<file path="config.mk">
export PLATFORM = sky130hd
export DESIGN_NAME = cve2_obi_arbiter
export DESIGN_NICKNAME = d
export VERILOG_FILES = /design/src/rtl/cve2_obi_arbiter.sv
export SDC_FILE = /design/constraint.sdc
export NUM_CORES = 1
export LEC_CHECK = 0
export CAP_MARGIN = 20
export CELL_PAD_IN_SITES_DETAIL_PLACEMENT = 1
export CELL_PAD_IN_SITES_GLOBAL_PLACEMENT = 2
export CORE_MARGIN = 2
export CORE_UTILIZATION = 10
export CTS_CLUSTER_DIAMETER = 120
export CTS_CLUSTER_SIZE = 12
export DETAILED_ROUTE_END_ITERATION = 8
export PLACE_DENSITY_LB_ADDON = 0.08
export SLEW_MARGIN = 15
export SYNTH_ARGS = -nofsm -noshare
export SYNTH_HDL_FRONTEND = slang
export SYNTH_SLANG_ARGS = --single-unit
</file>
<file path="constraint.sdc">
create_clock -name clk_i -period 2.2 [get_ports clk_i]
set_input_delay 0.55 -clock clk_i [delete_from_list [all_inputs] [get_ports clk_i]]
set_output_delay 0.55 -clock clk_i [all_outputs]
set_load 0.1 [all_outputs]
</file>
<file path="src/rtl/cve2_obi_arbiter.sv">
// Merges the instruction and data OBI masters onto one memory port; a small ID FIFO routes responses back.
// Optional CVE2_OBI_ARB_RR_EN: round-robin arbitration instead of fixed data priority.
module cve2_obi_arbiter #(
    parameter int unsigned MaxOutstanding = 2
) (
    input  logic        clk_i,
    input  logic        rst_ni,

    input  logic        instr_req_i,
    input  logic [31:0] instr_addr_i,
    output logic        instr_gnt_o,
    output logic        instr_rvalid_o,
    output logic [31:0] instr_rdata_o,
    output logic        instr_err_o,

    input  logic        data_req_i,
    input  logic        data_we_i,
    input  logic [3:0]  data_be_i,
    input  logic [31:0] data_addr_i,
    input  logic [31:0] data_wdata_i,
    output logic        data_gnt_o,
    output logic        data_rvalid_o,
    output logic [31:0] data_rdata_o,
    output logic        data_err_o,

    output logic        mem_req_o,
    output logic        mem_we_o,
    output logic [3:0]  mem_be_o,
    output logic [31:0] mem_addr_o,
    output logic [31:0] mem_wdata_o,
    input  logic        mem_gnt_i,
    input  logic        mem_rvalid_i,
    input  logic [31:0] mem_rdata_i,
    input  logic        mem_err_i
);

    localparam int unsigned PtrW = (MaxOutstanding > 1) ? $clog2(MaxOutstanding) : 1;
    localparam int unsigned CntW = $clog2(MaxOutstanding + 1);

    typedef enum logic {
        MST_INSTR = 1'b0,
        MST_DATA  = 1'b1
    } mst_e;

    mst_e            ids [MaxOutstanding];
    logic [PtrW-1:0] wptr, rptr;
    logic [CntW-1:0] count;
    logic            locked;
    mst_e            locked_sel;
    mst_e            arb_sel, sel;
    logic            full, empty, grant, pop;
`ifdef CVE2_OBI_ARB_RR_EN
    mst_e            last_grant;
`endif

    function automatic logic [PtrW-1:0] ptr_inc(input logic [PtrW-1:0] p);
        if (p == PtrW'(MaxOutstanding - 1)) return '0;
        return p + 1'b1;
    endfunction

    always_comb begin
        arb_sel = MST_INSTR;
        if (data_req_i && !instr_req_i) begin
            arb_sel = MST_DATA;
        end else if (data_req_i && instr_req_i) begin
`ifdef CVE2_OBI_ARB_RR_EN
            arb_sel = (last_grant == MST_DATA) ? MST_INSTR : MST_DATA;
`else
            arb_sel = MST_DATA;
`endif
        end
    end

    // A stalled request keeps its master until the slave grants it.
    assign sel   = locked ? locked_sel : arb_sel;
    assign full  = (count == CntW'(MaxOutstanding));
    assign empty = (count == '0);
    assign grant = mem_req_o & mem_gnt_i;
    assign pop   = rst_ni & mem_rvalid_i & ~empty;

    // Every output is forced low while reset is asserted.
    assign mem_req_o   = rst_ni & (instr_req_i | data_req_i) & ~full;
    assign mem_we_o    = rst_ni & (sel == MST_DATA) & data_we_i;
    assign mem_be_o    = !rst_ni ? 4'h0 : (sel == MST_DATA) ? data_be_i : 4'hF;
    assign mem_addr_o  = !rst_ni ? 32'h0 : (sel == MST_DATA) ? data_addr_i : instr_addr_i;
    assign mem_wdata_o = (rst_ni && sel == MST_DATA) ? data_wdata_i : 32'h0;

    assign instr_gnt_o = grant & (sel == MST_INSTR);
    assign data_gnt_o  = grant & (sel == MST_DATA);

    assign instr_rvalid_o = pop & (ids[rptr] == MST_INSTR);
    assign data_rvalid_o  = pop & (ids[rptr] == MST_DATA);
    assign instr_rdata_o  = rst_ni ? mem_rdata_i : 32'h0;
    assign data_rdata_o   = rst_ni ? mem_rdata_i : 32'h0;
    assign instr_err_o    = rst_ni & mem_err_i;
    assign data_err_o     = rst_ni & mem_err_i;

    always_ff @(posedge clk_i) begin
        if (grant) ids[wptr] <= sel;
    end

    always_ff @(posedge clk_i or negedge rst_ni) begin
        if (!rst_ni) begin
            wptr       <= '0;
            rptr       <= '0;
            count      <= '0;
            locked     <= 1'b0;
            locked_sel <= MST_INSTR;
        end else begin
            if (grant) wptr <= ptr_inc(wptr);
            if (pop)   rptr <= ptr_inc(rptr);
            case ({grant, pop})
                2'b10:   count <= count + 1'b1;
                2'b01:   count <= count - 1'b1;
                default: count <= count;
            endcase
            locked <= mem_req_o & ~mem_gnt_i;
            if (mem_req_o && !mem_gnt_i) locked_sel <= sel;
        end
    end

`ifdef CVE2_OBI_ARB_RR_EN
    always_ff @(posedge clk_i or negedge rst_ni) begin
        if (!rst_ni)    last_grant <= MST_INSTR;
        else if (grant) last_grant <= sel;
    end
`endif

endmodule

</file>
==> flow_summary.json, run 1 <==
{
  "std_cell_rows": 47,
  "hold_violations": 0,
  "final_layout_size_suffix_gt1_share_pct": 64.2,
  "power_density_nw_per_um2": 603,
  "synth-seq-cells": 8,
  "via_per_inst": 3.83,
  "areaGrowthSynthToFinish_pct": 307,
  "wl_per_cell_um": 17.4,
  "rr_worst_depth": 7,
  "cts_tree": "yes",
  "place_ws_ps": -391,
  "crit_arrival_ps": 1680,
  "slowest_delay_ps": 380,
  "track_usage_pct": 13.2,
  "antenna_found_initial": 0,
  "initial_core_util_pct": 10.2,
  "die_h_um": 134,
  "dp_hpwl_mm": 10.7,
  "cts_max_path_buffers": 2,
  "via_count": 2776,
  "ios": 280,
  "violations": "negative setup slack",
  "syn_area_per_cell_um2": 6.68,
  "placed_cell_area_um2": 6510,
  "die_w_um": 134,
  "grt_start_max_net_pins": 71,
  "end_kind": "primary output",
  "initialDrtViolationCount": 52,
  "finalCriticalPeriod_ps": 2230,
  "crit_fanout": 26,
  "crit_required_ps": 1650,
  "die_area_um2": 18100,
  "grt_pass1_wl_mm": 18.5,
  "yosysUniqueCellTypes": 28,
  "cp_common_cell": "buf_12",
  "rsz0062_at_grt": "yes",
  "setup_violations": 30,
  "h-tree-depth": 1,
  "worst_slack_ps": -30.4,
  "layout.nets": 648,
  "ys_warn_count": 0,
  "first_pass_iters": 3,
  "postSynthNetCount": 396,
  "gp_congestion": 0.691,
  "clock_sinks": 8,
  "fin_cells": 725,
  "post-route-period-util_pct": 101,
  "timing.final.max_slew_violations": 0,
  "dp_cells": 716,
  "hold_ws_ps": 140,
  "postRouteAntennaNets": 0,
  "synthCells": 255,
  "worst-r2r-setup-slack_ps": 200,
  "grt_pass1_vias": 3212,
  "peakVddDrop_mv": 0.221,
  "cts_root_buffer": "clkbuf_16",
  "drt-total-wl_mm": 12.6,
  "diodes": 0,
  "fin_util_pct": 41.6,
  "slowest_stage": "dfrtp_1",
  "synth_top_area_share_pct": 16.8,
  "rr_startpoint": "count[1]",
  "slew_headroom_pct": 72.7,
  "clock_skew_ps": 3.54,
  "clock.fmax_ghz": 0.448,
  "status": "complete, but fails checks",
  "clk_pin_slew_worst_paths_ps": 40,
  "cts_made_buffers": 3,
  "hold_class": "in -> async",
  "core_um2": 16600,
  "path_class": "reg -> out",
  "worstReg2RegEnd": "count[1]",
  "ys_seq_area_share_pct": 12.3,
  "numPortBuffers": 279,
  "clk_latency_ps": 230,
  "synth_top_area_cell": "buf_4",
  "synth_area_leaders": "buf_4 17%, nand2_1 14%, and3_1 12%",
  "worst_slew_pin_slew_ps": 408,
  "crit_path_cell_trace": "mux2i_4 -> buf_6 -> clkinv_8 -> buf_12 -> and3_2 -> buf_12",
  "fillCellCount": 1727,
  "max_cap_viol_count": 0,
  "cellLeakagePower_nw": 2.91,
  "overflow": 0,
  "startpoint_type": "flop",
  "drcViolationCount": 0,
  "synthesis.area_um2": 1700,
  "finish.instance_area_um2": 6930
}
where the power goes:
| group | total (mW) | internal [mW] | switching (mW) | leakage (nW) |
|---|---|---|---|---|
| logic | 3.60 | 1.45 | 2.15 | 2.78 |
| clock network | 0.304 | 0.234 | 0.0696 | 0.0370 |
| registers | 0.268 | 0.211 | 0.0572 | 0.0903 |
| total | 4.18 | 1.90 | 2.28 | 2.91 |
stage by stage:
stage | setup TNS, ps | power [mW]
after floorplan | -1550 | 2.40
after global placement | -22570 | 3.69
after detailed placement | -24730 | 3.72
after CTS | -1040 | 4.17
after global routing | -4330 | 4.34
final | -522 | 4.18
per-layer routing:
metal | GRT usage (%) | up-vias | part of all wire (%)
met5 | 0 | - | 0
met4 | 1.58 | 0 | 0.38
met3 | 4.62 | 4 | 10
met2 | 26.6 | 160 | 57
met1 | 13.1 | 1314 | 32
li1 | - | 1298 | -
critical path, delay by kind of cell (launching register included):
family | cells | cell delay (ps)
buf+inv | 4 | 550
simple gates | 1 | 240
flops | 1 | 380
mux | 1 | 270
cells by family after synthesis:
kind of cell / count (synthesis) / synth area share, %
buffers and inverters: 58 / 21.8
AOI/OAI and AO/OA: 37 / 16.3
adders and majority gates: 1 / 0.735
xor gates and xnor gates: 5 / 3.01
DFF: 8 / 12.3
muxes: 3 / 1.84
and+or+nand+nor: 143 / 43.9
cells in the final DEF, fill, tap and decap left out, types with 2 or more instances in the layout:
cell type and instances:
a21boi_4 31, and2_2 4, and2_4 29, and3_2 18, and3_4 15, buf_12 148, buf_4 12, buf_6 2
buf_8 2, clkbuf_16 4, clkdlybuf4s50_1 135, dfrtp_1 6, dlygate4sd2_1 2, edfxtp_1 2, nand2_1 25, nand2_2 31
nand2_4 9, nor2_1 2, nor2_2 2, nor2_4 2, nor2b_2 2, o21a_2 4, xnor2_1 3
synth_stat cells:
cell type and number:
a21boi_0 7, a21boi_1 25, and2_1 33, and3_1 34
buf_2 3, buf_4 38, buf_6 1, clkbuf_1 14
dfrtp_1 6, edfxtp_1 2, ha_1 1, inv_1 1
inv_2 1, mux2_2 1, mux2i_1 2, nand2_1 65
nor2_1 4, nor2_2 2, nor2b_1 1, nor2b_2 1
nor3b_1 1, nor4b_4 1, o211ai_1 1, o21a_1 4
or3_4 1, xnor2_1 3, xnor2_2 1, xor2_1 1
cell type report:
type	instances	area [um2]	share of cell area [%]
clock buffer	3	75.1	1.08
inverter	2	20.0	0.289
multi-input combinational	189	1840	26.6
sequential	8	210	3.04
tap	220	275	3.97
timing repair buffer	303	4500	65.0
worst max-delay path by stage:
| stage | cells past startpoint | to | start |
|---|---|---|---|
| after floorplan | 4 | data_gnt_o | instr_req_i |
| after global placement | 7 | mem_addr_o[17] | data_req_i |
| after detailed placement | 6 | mem_wdata_o[26] | data_req_i |
| final | 6 | mem_wdata_o[18] | locked |
| after CTS | 7 | mem_addr_o[4] | locked |
| after global routing | 6 | mem_addr_o[20] | locked |
sequential cells by signal (all words and copies together), names as in the netlist:
signal and cells:
locked_sel 1, count 2, locked 1, wptr 1, ids 2, rptr 1
what timing repair did:
item | CTS | global route
buffers inserted | 7 | 0
endpoints found under the setup margin | 72 | 66
pin swaps | 34 | 30
cloned | 1 | 1
hold endpoints to repair | 0 | 0
resized for setup | 47 | 46
hold buffers | 0 | 0
Power figures use the tool's default switching activity.
==> run 2: changes to the inputs <==
- ABC_AREA: unset -> 1
- CORE_ASPECT_RATIO: unset -> 1.5
==> run 2 against run 1 <==
Effect of this change: wire length fell by 2.0%; clock-buffer cell count rose by 1; synthesized cell count up 33%; critical path depth is 3 higher; highest routed layer unchanged; register-to-register slack improved by 340 ps; critical endpoint is now mem_addr_o[23]; the flow now finishes without violations; fmax increased by 3.3%; synthesized area up 0.66%; clock power increased by 2%; via count up 15%.
==> flow_summary.json, run 2 <==
{
  "status": "finished clean",
  "clk_latency_ps": 230,
  "grt_pass1_vias": 3453,
  "slowest_stage": "o21ai_0",
  "intPower_mw": 1.88,
  "post-route-period-util_pct": 98.1,
  "slew_headroom_pct": 84.7,
  "cts_made_buffers": 3,
  "numPortBuffers": 279,
  "fin_util_pct": 45.2,
  "finish.instance_area_um2": 7570,
  "clock.fmax_ghz": 0.463,
  "initial_core_util_pct": 10.2,
  "syn_area_per_cell_um2": 5.04,
  "first_pass_iters": 4,
  "layout_commonest_cell": "buf_12",
  "pwr-share-seq_pct": 5.8,
  "worst_slew_pin_slew_ps": 229,
  "fin_cells": 845,
  "placed_cell_area_um2": 7150,
  "final_layout_size_suffix_gt1_share_pct": 60.9,
  "areaGrowthSynthToFinish_pct": 342,
  "reg_top3": "count (2), ids (2)",
  "cts_hold_buf": 0,
  "drt-total-wl_mm": 12.3,
  "dp_hpwl_mm": 10.8,
  "dp_cells": 832,
  "crit_arrival_ps": 1610,
  "via_per_inst": 3.78,
  "synth_edf_count": 2,
  "crit_path_cell_trace": "buf_2 -> nand2_2 -> nand2_4 -> buf_4 -> buf_8 -> o21ai_0 -> buf_4 -> nor2_4 -> buf_12",
  "synth_top_area_share_pct": 24.1,
  "synth-seq-cells": 8,
  "p_total_mw": 4.22,
  "antenna_found_initial": 1,
  "synthCells": 340,
  "core_um2": 16800,
  "initialDrtViolationCount": 53,
  "ys_seq_area_share_pct": 12.3,
  "die_area_um2": 18200,
  "timing.setup.tns_ps": 0,
  "gp_congestion": 0.731,
  "postSynthNetCount": 481,
  "p_comb_share_pct": 86.9,
  "seqCellArea_um2": 210,
  "switching_share_pct": 55.5,
  "setup_violations": 0,
  "startpoint_type": "primary input",
  "synthesis.area_um2": 1710,
  "cp_common_cell": "buf_4",
  "rsz0062_at_grt": "yes",
  "finalCriticalPeriod_ps": 2160,
  "clk_pin_slew_worst_paths_ps": 40,
  "path_class": "in -> out",
  "yosysUniqueCellTypes": 23,
  "crit_required_ps": 1650,
  "power_density_nw_per_um2": 557,
  "wl_per_cell_um": 14.6,
  "power.share.clock_pct": 7.4,
  "max_cap_viol_count": 0,
  "cts_root_buffer": "clkbuf_16",
  "layout.nets": 776,
  "synth-main-ff-cell": "dfrtp_1",
  "grt_start_max_net_pins": 35,
  "synth.most_common_cell": "nor2_1",
  "clock_skew_ps": 1.70,
  "postRouteAntennaNets": 0,
  "hold_class": "in -> async",
  "final_cell_mix": "150 x buf_12, 137 x clkdlybuf4s50_1, 75 x nor2_4, 44 x inv_1, 43 x buf_4",
  "crit_fanout": 10,
  "slowest_delay_ps": 170,
  "ys_warn_count": 0,
  "clock_sinks": 8,
  "synth_common_cells": "110 x nor2_1, 78 x inv_1, 47 x nand2_1",
  "overflow": 0,
  "cellLeakagePower_nw": 3.11,
  "end_kind": "primary output",
  "peakVddDrop_mv": 0.282,
  "std_cell_rows": 58,
  "grt_pass1_wl_mm": 18.7,
  "cts_tree": "yes",
  "via_count": 3196,
  "h-tree-depth": 1,
  "die_w_um": 111,
  "timing.final.max_slew_violations": 0,
  "ios": 280,
  "p_sw_mw": 2.34,
  "die_h_um": 164,
  "cts_max_path_buffers": 2,
  "synth_top_area_cell": "nor2_1",
  "hold_violations": 0,
  "synth_area_leaders": "nor2_1 24%, inv_1 17%, buf_4 15%",
  "track_usage_pct": 12.9,
  "fillCellCount": 1821,
  "async_flop_share_pct": 75.0,
  "drcViolationCount": 0,
  "multi_input_comb_area_um2": 1710
}
[run 2: cell families (layout without fill, tap and decap cells)]
group | after synthesis | in the layout | synth area share [%]
and+or+nand+nor | 166 | 166 | 38.0
xor gates and xnor gates | 3 | 3 | 1.53
AOI/OAI and AO/OA | 33 | 33 | 9.63
buffers and inverters | 129 | 423 | 37.9
other | 0 | 1 | 0
DFF | 8 | 8 | 12.3
adders and majority gates | 1 | 1 | 0.730
[run 2: layer usage]
metal	vias to the layer above	share of wire, %	track usage (%)	wire length [um]
met5	-	0	0	0
met4	0	2.4	2.90	295
met3	16	6.2	2.47	760
met2	147	64	28.5	7830
met1	1495	28	11.8	3440
li1	1538	-	-	-
[run 2: worst max-delay path: cells and delay by family]
kind	cells	cell delay (ps)
compound gates	1	170
buf+inv	5	710
simple gates	3	160
[run 2: area by class of cell]
type,instances,share of cell area (%)
inverters,80,5.70
multi-input cells,203,22.6
well taps,210,3.47
repair buffers,339,64.4
flip-flops and latches,8,2.78
diodes,1,0.0330
clock buffers,4,1.04
[run 2: worst paths after layout]
path / slack (ps) / startpoint / end / depth (start not counted)
setup / recovery: 40 / data_req_i / mem_addr_o[23] / 9
hold / removal: 320 / rst_ni / wptr / 2
setup reg to reg: 540 / count[0] / count[1] / 8
hold reg to reg: 480 / wptr / wptr / 2
max in group asynchronous: 1740 / rst_ni / count[0] / 2
min in group clk_i: 480 / wptr / wptr / 2
[run 2: through the flow]
| step | setup WS (ps) | hold WS [ps] |
|---|---|---|
| 2_1_floorplan | -451 | 254 |
| 3_3_place_gp | -384 | 462 |
| 3_5_place_dp | -446 | 474 |
| 4_1_cts | 1.11 | 333 |
| 5_1_grt | -43.1 | 328 |
| 6_report | 41.7 | 321 |
[run 2: power by group through the flow]
stage	registers, mW	logic (mW)	clock network [mW]
after CTS	0.242	3.69	0.315
final	0.243	3.66	0.310
after floorplan	0.234	2.19	0
after global placement	0.240	3.44	0
after detailed placement	0.242	3.48	0
after global routing	0.251	3.80	0.331
[run 2: timing repair]
item,CTS,global route
gates cloned,4,1
pin swaps,9,0
endpoints found under the setup margin,72,24
buffers inserted,4,0
gates resized for setup,72,8
